File: src/rtl/muldiv_pkg.sv
// Shared types and helpers for the iterative RV32M/RV64M multiply/divide unit.
// Holds the funct3 encoding, FSM state type and XLEN-independent decode helpers.
package muldiv_pkg;

  typedef enum logic [2:0] {
    MD_MUL    = 3'b000,
    MD_MULH   = 3'b001,
    MD_MULHSU = 3'b010,
    MD_MULHU  = 3'b011,
    MD_DIV    = 3'b100,
    MD_DIVU   = 3'b101,
    MD_REM    = 3'b110,
    MD_REMU   = 3'b111
  } md_op_t;

  typedef enum logic [2:0] {
    ST_IDLE = 3'd0,
    ST_MUL  = 3'd1,
    ST_DIV  = 3'd2,
    ST_FIX  = 3'd3,
    ST_DONE = 3'd4
  } muldiv_state_t;

  function automatic logic is_signed_a(input logic [2:0] f);
    return (f == MD_MULH) || (f == MD_MULHSU) ||
           (f == MD_DIV)  || (f == MD_REM);
  endfunction

  function automatic logic is_signed_b(input logic [2:0] f);
    return (f == MD_MULH) || (f == MD_DIV) || (f == MD_REM);
  endfunction

  function automatic logic is_div(input logic [2:0] f);
    return f[2];
  endfunction

endpackage

File: src/rtl/muldiv_div_core.sv
// Iterative restoring divider on unsigned magnitudes, one quotient bit per cycle.
// Ports: CLK, RST (sync high), load, flush, dividend, divisor -> quotient, remainder, fin.
module muldiv_div_core
  import muldiv_pkg::*;
#(
  parameter int XLEN = 32
) (
  input  logic            CLK,
  input  logic            RST,
  input  logic            load,
  input  logic            flush,
  input  logic [XLEN-1:0] dividend,
  input  logic [XLEN-1:0] divisor,
  output logic [XLEN-1:0] quotient,
  output logic [XLEN-1:0] remainder,
  output logic            fin
);

  localparam int CW = $clog2(XLEN) + 1;

  logic [XLEN-1:0] rem_q;
  logic [XLEN-1:0] quo_q;
  logic [XLEN-1:0] dsr_q;
  logic [CW-1:0]   cnt_q;
  logic            active_q;

  // XLEN+1-bit partial remainder; top bit of diff is the borrow.
  logic [XLEN:0] shifted;
  logic [XLEN:0] diff;

  always_comb begin
    shifted = {rem_q, quo_q[XLEN-1]};
    diff    = shifted - {1'b0, dsr_q};
  end

  always_ff @(posedge CLK) begin
    if (RST) begin
      rem_q    <= '0;
      quo_q    <= '0;
      dsr_q    <= '0;
      cnt_q    <= '0;
      active_q <= 1'b0;
    end else if (flush) begin
      active_q <= 1'b0;
    end else if (load) begin
      rem_q    <= '0;
      quo_q    <= dividend;
      dsr_q    <= divisor;
      cnt_q    <= CW'(XLEN - 1);
      active_q <= 1'b1;
    end else if (active_q) begin
      if (!diff[XLEN]) begin
        rem_q <= diff[XLEN-1:0];
        quo_q <= {quo_q[XLEN-2:0], 1'b1};
      end else begin
        rem_q <= shifted[XLEN-1:0];
        quo_q <= {quo_q[XLEN-2:0], 1'b0};
      end
      if (cnt_q == '0) begin
        active_q <= 1'b0;
      end else begin
        cnt_q <= cnt_q - 1'b1;
      end
    end
  end

  // High during the cycle whose edge performs the last step.
  assign fin       = active_q && (cnt_q == '0);
  assign quotient  = quo_q;
  assign remainder = rem_q;

endmodule

File: src/rtl/muldiv_unit.sv
// Multi-cycle RV32M/RV64M execute unit: shift-add multiply, restoring divide.
// Ports: CLK, RST, start, funct3, op_a, op_b, flush -> busy, done, result. Macro: MULDIV_FAST_MUL_EN.
module muldiv_unit
  import muldiv_pkg::*;
#(
  parameter int XLEN          = 32,
  parameter bit DIV_EARLY_OUT = 1'b1
) (
  input  logic            CLK,
  input  logic            RST,
  input  logic            start,
  input  logic [2:0]      funct3,
  input  logic [XLEN-1:0] op_a,
  input  logic [XLEN-1:0] op_b,
  input  logic            flush,
  output logic            busy,
  output logic            done,
  output logic [XLEN-1:0] result
);

  localparam int CW = $clog2(XLEN) + 1;
  localparam logic [XLEN-1:0] MIN_NEG = {1'b1, {(XLEN-1){1'b0}}};

  muldiv_state_t   state_q, state_d;
  logic [2:0]      f3_q;
  logic [XLEN-1:0] a_raw_q;
  logic [2*XLEN-1:0] prod_q;
  logic            neg_q;
  logic            rneg_q;
  logic            dz_q;
  logic            ovf_q;
  logic [CW-1:0]   cnt_q;

  logic            sa, sb;
  logic [XLEN-1:0] a_mag, b_mag;
  logic            dz, ovf, early, accept;
  logic [2*XLEN-1:0] prod_init;
  muldiv_state_t   mul_entry;

  logic [XLEN-1:0] div_q, div_r;
  logic            div_fin;

  // Operand magnitudes and special-case detection at latch time.
  always_comb begin
    sa     = is_signed_a(funct3) & op_a[XLEN-1];
    sb     = is_signed_b(funct3) & op_b[XLEN-1];
    a_mag  = sa ? -op_a : op_a;
    b_mag  = sb ? -op_b : op_b;
    dz     = (op_b == '0);
    ovf    = is_signed_a(funct3) && is_div(funct3) &&
             (op_a == MIN_NEG) && (op_b == '1);
    early  = DIV_EARLY_OUT && (dz || ovf);
    accept = start && !flush &&
             ((state_q == ST_IDLE) || (state_q == ST_DONE));
  end

`ifdef MULDIV_FAST_MUL_EN
  assign mul_entry = ST_FIX;
  assign prod_init = {{XLEN{1'b0}}, a_mag} * {{XLEN{1'b0}}, b_mag};
  logic [2*XLEN-1:0] mul_step;
  assign mul_step  = prod_q;
`else
  logic [XLEN-1:0] a_mag_q;
  logic [XLEN:0]   mul_sum;
  logic [2*XLEN-1:0] mul_step;
  assign mul_entry = ST_MUL;
  assign prod_init = {{XLEN{1'b0}}, b_mag};
  // Multiplier sits in the low half and shifts out as the sum shifts in.
  always_comb begin
    mul_sum  = {1'b0, prod_q[2*XLEN-1:XLEN]} +
               (prod_q[0] ? {1'b0, a_mag_q} : '0);
    mul_step = {mul_sum, prod_q[XLEN-1:1]};
  end
  always_ff @(posedge CLK) begin
    if (RST) begin
      a_mag_q <= '0;
    end else if (accept) begin
      a_mag_q <= a_mag;
    end
  end
`endif

  muldiv_div_core #(.XLEN(XLEN)) u_div (
    .CLK       (CLK),
    .RST       (RST),
    .load      (accept && is_div(funct3) && !early),
    .flush     (flush),
    .dividend  (a_mag),
    .divisor   (b_mag),
    .quotient  (div_q),
    .remainder (div_r),
    .fin       (div_fin)
  );

  always_comb begin
    state_d = state_q;
    unique case (state_q)
      ST_IDLE, ST_DONE: begin
        state_d = ST_IDLE;
        if (accept) begin
          if (is_div(funct3)) state_d = early ? ST_FIX : ST_DIV;
          else                state_d = mul_entry;
        end
      end
      ST_MUL:  if (cnt_q == '0) state_d = ST_FIX;
      ST_DIV:  if (div_fin)     state_d = ST_FIX;
      ST_FIX:  state_d = ST_DONE;
      default: state_d = ST_IDLE;
    endcase
    if (flush && (state_q != ST_IDLE)) state_d = ST_IDLE;
  end

  // Sign fix-up and result selection.
  logic [2*XLEN-1:0] prod_s;
  logic [XLEN-1:0]   quo_s, rem_s, fix_val;

  always_comb begin
    prod_s  = neg_q  ? -prod_q : prod_q;
    quo_s   = neg_q  ? -div_q  : div_q;
    rem_s   = rneg_q ? -div_r  : div_r;
    fix_val = '0;
    unique case (1'b1)
      !f3_q[2]: fix_val = (f3_q[1:0] == 2'b00) ?
                          prod_s[XLEN-1:0] : prod_s[2*XLEN-1:XLEN];
      dz_q:     fix_val = f3_q[1] ? a_raw_q : '1;
      ovf_q:    fix_val = f3_q[1] ? '0 : a_raw_q;
      default:  fix_val = f3_q[1] ? rem_s : quo_s;
    endcase
  end

  always_ff @(posedge CLK) begin
    if (RST) begin
      state_q <= ST_IDLE;
      f3_q    <= '0;
      a_raw_q <= '0;
      prod_q  <= '0;
      neg_q   <= 1'b0;
      rneg_q  <= 1'b0;
      dz_q    <= 1'b0;
      ovf_q   <= 1'b0;
      cnt_q   <= '0;
      result  <= '0;
    end else begin
      state_q <= state_d;
      if (accept) begin
        f3_q    <= funct3;
        a_raw_q <= op_a;
        prod_q  <= prod_init;
        neg_q   <= sa ^ sb;
        rneg_q  <= sa;
        dz_q    <= dz;
        ovf_q   <= ovf;
        cnt_q   <= CW'(XLEN - 1);
      end else if (!flush) begin
        if (state_q == ST_MUL) prod_q <= mul_step;
        if (((state_q == ST_MUL) || (state_q == ST_DIV)) &&
            (cnt_q != '0)) begin
          cnt_q <= cnt_q - 1'b1;
        end
        if (state_q == ST_FIX) result <= fix_val;
      end
    end
  end

  assign busy = (state_q == ST_MUL) || (state_q == ST_DIV) ||
                (state_q == ST_FIX);
  assign done = (state_q == ST_DONE);

endmodule

File: config.mk
export PLATFORM = sky130hd
export DESIGN_NAME = muldiv_unit
export DESIGN_NICKNAME = d
export VERILOG_FILES = /design/src/rtl/muldiv_pkg.sv /design/src/rtl/muldiv_div_core.sv /design/src/rtl/muldiv_unit.sv
export SDC_FILE = /design/constraint.sdc
export NUM_CORES = 1
export LEC_CHECK = 0
export CORE_AREA = 5 5 193 195
export CTS_CLUSTER_SIZE = 28
export DETAILED_ROUTE_END_ITERATION = 6
export DIE_AREA = 0 0 198 200
export PLACE_DENSITY = 0.78
export SLEW_MARGIN = 20
export SYNTH_ARGS = -nofsm -noshare
export SYNTH_HDL_FRONTEND = slang
export SYNTH_SLANG_ARGS = --single-unit
File: constraint.sdc
create_clock -name CLK -period 3 [get_ports CLK]
set_input_delay 0.45 -clock CLK [delete_from_list [all_inputs] [get_ports CLK]]
set_output_delay 0.45 -clock CLK [all_outputs]
set_load 0.005 [all_outputs]
==> results of run 1 <==
-- worst max-delay path: stages, from the launching register on --
cell                       delay [ns]
sky130_fd_sc_hd__dfxtp_4         0.36
sky130_fd_sc_hd__and2_4          0.14
sky130_fd_sc_hd__ha_4            0.16
sky130_fd_sc_hd__fa_2            0.37
sky130_fd_sc_hd__a211oi_2        0.27
sky130_fd_sc_hd__o21ai_1         0.14
sky130_fd_sc_hd__a2111o_1        0.44
sky130_fd_sc_hd__a21o_1          0.23
sky130_fd_sc_hd__a31oi_4         0.24
sky130_fd_sc_hd__buf_6           0.14
sky130_fd_sc_hd__o21ai_4         0.05
sky130_fd_sc_hd__and3_4          0.17
sky130_fd_sc_hd__nand4b_1        0.16
sky130_fd_sc_hd__a31oi_1         0.16
-- power groups by stage --
stage / registers (W) / clock network, W / logic (W)
after CTS: 0.00400 / 0.00419 / 0.00362
after detailed placement: 0.00407 / 0 / 0.00342
after global routing: 0.00402 / 0.00434 / 0.00442
after global placement: 0.00407 / 0 / 0.00336
final: 0.00401 / 0.00421 / 0.00420
after floorplan: 0.00405 / 0 / 0.00194
-- routing by layer --
metal | up-vias | part of all wire [%] | track usage [%]
li1 | 10200 | - | -
met3 | 316 | 9.7 | 6.34
met2 | 1351 | 45 | 63.4
met1 | 10600 | 38 | 49.8
met5 | - | 0.016 | 0
met4 | 2 | 7.1 | 21.1
-- sequential cells by signal (all words and copies together) (netlist names) --
| signal | flops |
|---|---|
| u_div.active_q | 1 |
| u_div.dsr_q | 32 |
| u_div.cnt_q | 6 |
| f3_q | 3 |
| neg_q | 1 |
| state_q | 3 |
| prod_q | 64 |
| result | 32 |
| ovf_q | 1 |
| a_raw_q | 31 |
| rneg_q | 1 |
| cnt_q | 6 |
| dz_q | 1 |
| u_div.remainder | 32 |
| a_mag_q | 32 |
| u_div.quotient | 32 |
-- per-stage QoR --
stage | worst slack [ns] | util (%) | power (W) | cells
after floorplan | -0.0597 | - | 0.00599 | 2622
after global placement | -0.500 | 67.0 | 0.00743 | 3416
after detailed placement | -0.567 | 67.0 | 0.00750 | 3416
after CTS | -0.0426 | 71.5 | 0.0118 | 3484
after global routing | -0.235 | 74.4 | 0.0128 | 3501
final | -0.105 | 74.4 | 0.0124 | 3501
-- worst max path at each step --
| stage | slack (ns) | endpoint | depth (start not counted) | from |
|---|---|---|---|---|
| 3_5_place_dp | -0.57 | result[5] | 11 | prod_q[17] |
| 3_3_place_gp | -0.50 | result[5] | 11 | prod_q[17] |
| 2_1_floorplan | -0.06 | prod_q[61] | 13 | prod_q[0] |
| 6_report | -0.10 | prod_q[61] | 13 | prod_q[0] |
| 5_1_grt | -0.24 | prod_q[55] | 13 | prod_q[0] |
| 4_1_cts | -0.04 | result[31] | 10 | prod_q[31] |
-- what timing repair did --
action                                  4_1_cts  5_1_grt
pin swaps                                    38       84
gates resized for setup                      75      172
buffers inserted                             13       16
endpoints found under the setup margin       59      111
gates cloned                                  1        4
-- cells by family (layout without fill, tap and decap cells) --
family                     after synthesis  after routing  share of synthesized area, %
xor gates and xnor gates               208            208                          9.42
buffers and inverters                  247            665                          4.90
AOI/OAI and AO/OA                      783            783                          26.3
adders and majority gates               75             75                          4.91
DFF                                    278            278                          28.7
and+or+nand+nor                       1008           1008                          24.6
muxes                                   23             23                          1.22
-- cell type report --
cell class                 count  area (sq um)  share of cell area (%)
sequential                   278          5570                    21.3
multi-input combinational   2097         14100                    53.7
timing repair buffer         536          4600                    17.6
tap                          461           577                    2.20
clock buffer                  41           863                    3.30
clock inverter                13           225                   0.860
inverter                      75           282                    1.07
-- placed cells by master, fill, tap and decap left out, drive strengths merged, types with 31 or more instances in the layout --
cell / count
nor3: 75
xnor2: 110
ha: 73
o31ai: 38
a21oi: 234
inv: 77
clkbuf: 44
and3: 33
dfxtp: 278
or4: 31
and2: 45
xor2: 98
a221oi: 33
nor4: 38
clkdlybuf4s50: 103
nand3: 45
o21ai: 155
nand2: 372
nor2: 248
a21o: 35
buf: 430
a211oi: 109
==> flow_summary.toml, run 1 <==
[route]
vias = 22500
first_iter_violations = 2451
avg_vias_per_cell = 6.42
drc = 0
drt_pass1_iterations = 6
post_drt_wl_per_cell_um = 23.7
drt.antenna.violating_nets = 0
routed_wirelength_um = 83100

[min_path]
whs_path_depth = 2
holdCritStartpoint = "RST"
min-delay-path-class = "in -> reg"
holdPathEnd = "prod_q[2]"

[yosys]
avgSynthCellArea_sq_um = 7.41
ys_top_cells_by_count = "sky130_fd_sc_hd__nand2_1 (372), sky130_fd_sc_hd__dfxtp_1 (278), sky130_fd_sc_hd__nor2_1 (247)"
synth-warning-count = 0
netlist.top_cell.by_area = "sky130_fd_sc_hd__dfxtp_1"
post_synth_inst_count = 2622
synthDistinctLibCells = 88
synth_largest_type_area_fraction_pct = 28.7
synth_top_cells_by_area = "sky130_fd_sc_hd__dfxtp_1 (29%), sky130_fd_sc_hd__nand2_1 (7.2%), sky130_fd_sc_hd__a21oi_1 (6.0%), sky130_fd_sc_hd__xnor2_1 (4.9%), sky130_fd_sc_hd__nor2_1 (4.8%)"
synth_sequential_area_ratio_pct = 28.7
post_synth_instance_area_sq_um = 19400
synth-seq-cells = 278
synth_edf_count = 0
yosysMostFrequentCell = "sky130_fd_sc_hd__nand2_1"
predominant_post_synthesis_flop_cell = "sky130_fd_sc_hd__dfxtp_1"
mappedNetlistNets = 2768
async_flop_share_pct = 0

[worst_setup_path]
timing.critical_path.required_ns = 3.51
ff2ff_path_depth = 13
setup_crit_end_kind = "register"
crit_fanout = 3
timing.setup.critical_path_class = "reg -> reg"
reg_to_reg_end = "prod_q[61]"
critPathArrivalTime_ns = 3.62
critical_path.reg2reg.startpoint = "prod_q[0]"
ff2ff_setup_slack_ns = -0.10
critical_path.startpoint_type = "register"

[timing]
timing.slew.headroom_pct = 23.6
timing.setup.tns_ns = -0.848
rsz_0062_raised_after_global_routing = "yes"
clock_skew_ns = 0.0267
tightest_slew_ns = 1.14
hold_violations = 0
worst_slack_ns = -0.105
setup-violations-final = 26
max_freq_mhz = 322
period_share_pct = 103
worst_hold_slack_ns = 0.247
final_max_slew_viol_count = 0
fin_crit_ns = 3.10

[clocking]
numClockSinks = 278
worst_skew_pair.late_latency_ns = 0.60
clock_tree_from_tritoncts = "done"
cts-root-buf = "sky130_fd_sc_hd__clkbuf_16"
cts_buf_count = 31
postCtsHoldBufs = 0
clk_pin_slew_ns = 0.06
clock_tree.htree_level_count = 1
clock_path_buffers = 3

[floorplan]
io_pins = 105
floorplan.die_area_sq_um = 39600
coreArea_sq_um = 35200
die_outline_height_um = 200
core.rowCount = 69
start_util_pct = 55.1
die_width_um = 198

[finish]
diodes = 0
final_cell_area_sq_um = 26200
number_of_nets_in_the_final_layout = 3165
layout_stage_area_growth_over_the_synthesis_result_pct = 34.9
drive_above_1_share_pct = 23.1
final.fill_count = 2734

[placement]
portBuffers = 104
placed_cell_area_sq_um = 23600
post-dp-hpwl_um = 61100
gpl.final_weighted_congestion = 1.05

[run]
maxCapViolCount = 0

[outcome]
failed_checks = "negative setup slack"
run_status = "complete, but fails checks"

[power]
switching_power_w = 0.00420
power.switching_fraction_pct = 33.8
p_int_w = 0.00822
seq_power_share_pct = 32.3
cellPowerDensity_nw_per_um2 = 474
max-vdd-ir-drop_uv = 481
power_leakage_nw = 10.4
comb_power_share_pct = 33.9
relative_contribution_of_the_clock_network_to_total_power_pct = 33.9

[grt]
grt_usage_pct = 39.0
grt_first_pass_wirelength_um = 122000
first_global_vias = 21100
largest_net_degree_at_the_start_of_global_routing = 99
number_of_antenna_violations_at_the_first_check_in_global_routing = 1
grt_overflow = 0
No activity file was read; power rests on OpenSTA's default activity.
==> inputs of run 2 (changes only) <==
Settings changed: SLEW_MARGIN 20 to 10, TNS_END_PERCENT set to 1.
==> flow_summary.toml, run 2 (synthesis results as in run 1) <==
[worst_setup_path]
timing.critical_path.required_ns = 3.48
reg_to_reg_end = "result[26]"
cp_num_cells = 9
crit_path_start = "prod_q[41]"
critical_path.reg2reg.startpoint = "prod_q[41]"
critPathArrivalTime_ns = 3.60
ff2ff_path_depth = 9
timing.critical_path.cells = "nor4_1 > nand2_1 > nor2_4 > nand3_1 > nor3_1 > mux2_2 > o2111ai_2 > o21ai_1 > a22o_1"
critical_path.startpoint_type = "register"
crit_family = "simple AND/OR/NAND/NOR gates"
setup_crit_end_kind = "register"
timing.setup.critical_path_class = "reg -> reg"
crit_fanout = 7
cp_slowest_cell = "sky130_fd_sc_hd__nor4_1"
ff2ff_setup_slack_ns = -0.12
critical_path.n_buffers_inverters = 0
endpoint_of_the_most_critical_setup_path = "result[26]"
timing.critical_path.slowest_cell_delay_ns = 0.71

[run]
maxCapViolCount = 0

[floorplan]
floorplan.die_area_sq_um = 39600
io_pins = 105
die_outline_height_um = 200
start_util_pct = 55.1
coreArea_sq_um = 35200
die_width_um = 198
core.rowCount = 69

[route]
drc = 8
drt_pass1_iterations = 7
post_drt_wl_per_cell_um = 23.1
first_iter_violations = 2712
vias = 22400
avg_vias_per_cell = 6.38
drt.antenna.violating_nets = 0
routed_wirelength_um = 80900

[clocking]
clk_pin_slew_ns = 0.06
cts_buf_count = 30
worst_skew_pair.late_latency_ns = 0.59
numClockSinks = 278
postCtsHoldBufs = 0
clock_path_buffers = 3
cts-root-buf = "sky130_fd_sc_hd__clkbuf_16"
clock_tree.htree_level_count = 1
clock_tree_from_tritoncts = "done"

[timing]
final_max_slew_viol_count = 0
hold_violations = 0
clock_skew_ns = 0.0201
rsz_0062_raised_after_global_routing = "yes"
period_share_pct = 104
timing.slew.headroom_pct = 49.9
max_freq_mhz = 320
fin_crit_ns = 3.12
tightest_slew_ns = 0.745
worst_slack_ns = -0.124
setup-violations-final = 10

[finish]
final.fill_count = 2848
layout_stage_area_growth_over_the_synthesis_result_pct = 30.8
drive_above_1_share_pct = 20.5
number_of_nets_in_the_final_layout = 3166
max_flop_register = "prod_q"
number_of_flip_flops_in_the_largest_register = 64
multi_input_area_sq_um = 13500
mostFrequentLayoutCells = "sky130_fd_sc_hd__buf_4 (419), sky130_fd_sc_hd__nand2_1 (371), sky130_fd_sc_hd__dfxtp_1 (275), sky130_fd_sc_hd__nor2_1 (247), sky130_fd_sc_hd__a21oi_1 (223)"
final_common_cell = "sky130_fd_sc_hd__buf_4"
seq_area_sq_um = 5570

[placement]
gpl.final_weighted_congestion = 1.09
portBuffers = 104
place_ws_ns = -0.479
post-dp-hpwl_um = 62300

[outcome]
failed_checks = "design-rule violations, negative setup slack"
run_status = "complete, but fails checks"

[grt]
first_global_vias = 21000
grt_overflow = 0
largest_net_degree_at_the_start_of_global_routing = 82
number_of_antenna_violations_at_the_first_check_in_global_routing = 0
grt_usage_pct = 39.2
grt_first_pass_wirelength_um = 122000

[power]
max-vdd-ir-drop_uv = 429
cellPowerDensity_nw_per_um2 = 462
power_leakage_nw = 10.3
power_w = 0.0117

[min_path]
min-delay-path-class = "in -> reg"
[run 2: layout make-up]
class,instances,area share (%)
clock inverters,12,0.493
diodes,1,0.00985
repair buffers,538,17.6
clock buffers,44,3.60
well taps,461,2.27
multi-input cells,2097,53.0
flip-flops and latches,278,21.9
inverters,75,1.11
[run 2: through the flow]
step	util, %	instances	area, sq um	hold slack (ns)	TNS [ns]
global placement	67.5	3441	23800	0.440	-36.03
finish	72.1	3506	25400	0.334	-0.440
detailed placement	67.5	3441	23800	0.444	-46.31
floorplan	-	2622	19400	0.432	-0.612
global route	72.1	3505	25400	0.352	-2.26
CTS	71.1	3505	25000	0.327	-0.0427
[run 2: where the power goes]
group          total (W)  switching, W  internal (W)
Clock            0.00394       0.00165       0.00228
Combinational    0.00379       0.00217       0.00163
Sequential       0.00400      0.000135       0.00386
Total             0.0117       0.00396       0.00777
[run 2: how the worst min path moves through the flow]
| stage | from | endpoint | cells past startpoint |
|---|---|---|---|
| floorplan | a_mag_q[15] | a_mag_q[15] | 2 |
| detailed placement | a_mag_q[20] | a_mag_q[20] | 2 |
| finish | RST | prod_q[6] | 2 |
| global placement | a_mag_q[30] | a_mag_q[30] | 2 |
| CTS | RST | prod_q[3] | 2 |
| global route | RST | prod_q[4] | 2 |
[run 2: what timing repair did]
action                     4_1_cts  5_1_grt
pin swaps                       19       24
buffers inserted                 8        0
gates resized for setup         40       73
setup endpoints to repair       59      110
[run 2: routing by layer]
metal  up-vias  routed length, um  track usage [%]
li1      10300                  -                -
met1     10600              31700             52.1
met2      1267              36200             63.1
met3       252               8340             6.71
met4         0               4610             17.4
met5         -                  0                0
==> edit: new RTL, config.mk and constraints of run 1 <==
The parameter `DIV_EARLY_OUT` goes from 1'b1 to 1'b0.
--- a/src/rtl/muldiv_unit.sv
+++ b/src/rtl/muldiv_unit.sv
@@ -5,5 +5,5 @@
 #(
   parameter int XLEN          = 32,
-  parameter bit DIV_EARLY_OUT = 1'b1
+  parameter bit DIV_EARLY_OUT = 1'b0
 ) (
   input  logic            CLK,
Behaviour: not the same (a bounded check fails within 4 cycles, from zero or initial values and one cycle with RST high).
==> edit against run 1 <==
The flow still finishes with violations (setup timing); utilization fell by 0.16 points; sequential cell count did not move; maximum frequency fell by 3.0%; clock skew fell by 0.0017 ns; area after synthesis fell by 0.75%; critical path depth did not move; clock power rose by 2%; setup slack got worse by 0.094 ns; cell area fell by 0.21%; wire length fell by 4.2%; total power fell by 4.5%; die area did not move; first-iteration DRC count rose by 2.5%; critical path type unchanged; highest routed layer is now met4.
==> edit: results (changes against run 1) <==
failing checks: setup timing
final worst-path setup slack: -0.199 ns (-0.0945 ns)
clock network power: 4280 uW (+2%)
nets: 3133 (-1.0%)
Post-Syn Nets: 2747 (-0.76%)
Inst Count DP: 3374 (-1.2%)
Ant. Diodes: 0 (unchanged)
fillers: 2712 (-0.80%)
Repair and plain buffers: 521 (-2.8%)
share of cells above drive strength 1: 22.6% (-0.55 points)
worst r2r src: prod_q[10]
Unique masters post-synth: 75 (-15%)
Hold EP: result[31]
footprint of the multi-input gates: 0.0141 mm^2 (+0.38%)
register area: 0.00557 mm^2 (unchanged)
static leakage: 0.0104 uW (+0.17%)
Resize count post-CTS: 117 (+56%)
global-route wire length before repair: 119000 um (-2.5%)
maximum vdd drop: 560 uV (+16%)
top cells by area, synth: dfxtp_1 29%, nand2_1 7.0%, xnor2_1 6.0%
initial antenna violation count: 0 (-1)
DR WL/cell: 22.9 um (-3.3%)
most frequent cells after synthesis: 358 x nand2_1, 278 x dfxtp_1, 257 x nor2_1
total CTS buffers: 34 (+9.7%)
H-Tree Depth: 2 (+1)
GRT Util Overall: 38.0% (-0.96 points)
CP top delay family: simple AND/OR/NAND/NOR gates
gpl congestion: 1.04 (-1.1%)
Inverters excl. clock: 73 (-2.7%)
setup_tns: -2.17 ns (-1.32 ns)
total number of vias: 22300 (-1.0%)
WHS Path Cells: 2 (unchanged)
CLK BUF: 44 (+7.3%)
hpwl dp: 58700 um (-3.8%)
area growth from synthesis to layout: 35.7%
Place WS: -0.559 ns (+0.00877 ns)
Final setup viols: 22 (-15%)
WHS: 0.281 ns (+0.0343 ns)
#MultiIn Comb: 2079 (-0.86%)
Sw Share: 32.8% (-1.0 points)
Cell Area, Placed: 0.0234 mm^2 (-0.97%)
Worst path slowest cell: or4_4
overall power: 11900 uW (-4.5%)
Seq/Total Area, Yosys: 28.9% (+0.22 points)
sequential cell count: 278 (unchanged)
largest net degree at the start of global routing: 116 (+17%)
FF-to-FF End: result[8]
DRT iter0 DRCs: 2512 (+2.5%)
status: finished with violations
Worst Path Arrival: 3.68 ns (+0.06 ns)
clock skew: 0.0250 ns (-0.00173 ns)
R2R cell count: 13 (unchanged)
Slew HR: 50.8% (+27 points)
number of global-route vias before repair: 20600 (-2.5%)
clock network area share: 4.32% (+0.17 points)
Mean Syn Cell Area: 7.41 um^2 (about the same)
signal buffers share of area: 17.1% (-0.51 points)
critical path peak fanout: 6 (+3)
edit: changes by cell type after synthesis, moves of 14 or more:
| cell | before | now |
|---|---|---|
| a211oi_1 | 109 | 75 |
| xor2_1 | 98 | 75 |
| and3_1 | 33 | 11 |
| xnor2_1 | 109 | 131 |
| a22oi_1 | 13 | 30 |
| mux2i_1 | 17 | 32 |
| nand2_1 | 372 | 358 |
| nor3_1 | 72 | 86 |
edit: logic make-up (layout without fill, tap and decap cells):
group	count (synthesis)	after routing	synth area share (%)
and+or+nand+nor	998	998	24.2
AOI/OAI and AO/OA	764	764	25.9
DFF	278	278	28.9
buffers and inverters	244	651	4.80
xor gates and xnor gates	206	206	9.36
adders and majority gates	75	75	4.95
muxes	36	36	1.95
edit: routing by layer:
metal | vias up | wire length [um] | GRT usage [%]
met1 | 10600 | 32400 | 52.0
met4 | 0 | 3910 | 14.5
met3 | 244 | 7900 | 6.76
li1 | 10200 | - | -
met5 | - | 0 | 0
met2 | 1256 | 35400 | 60.3
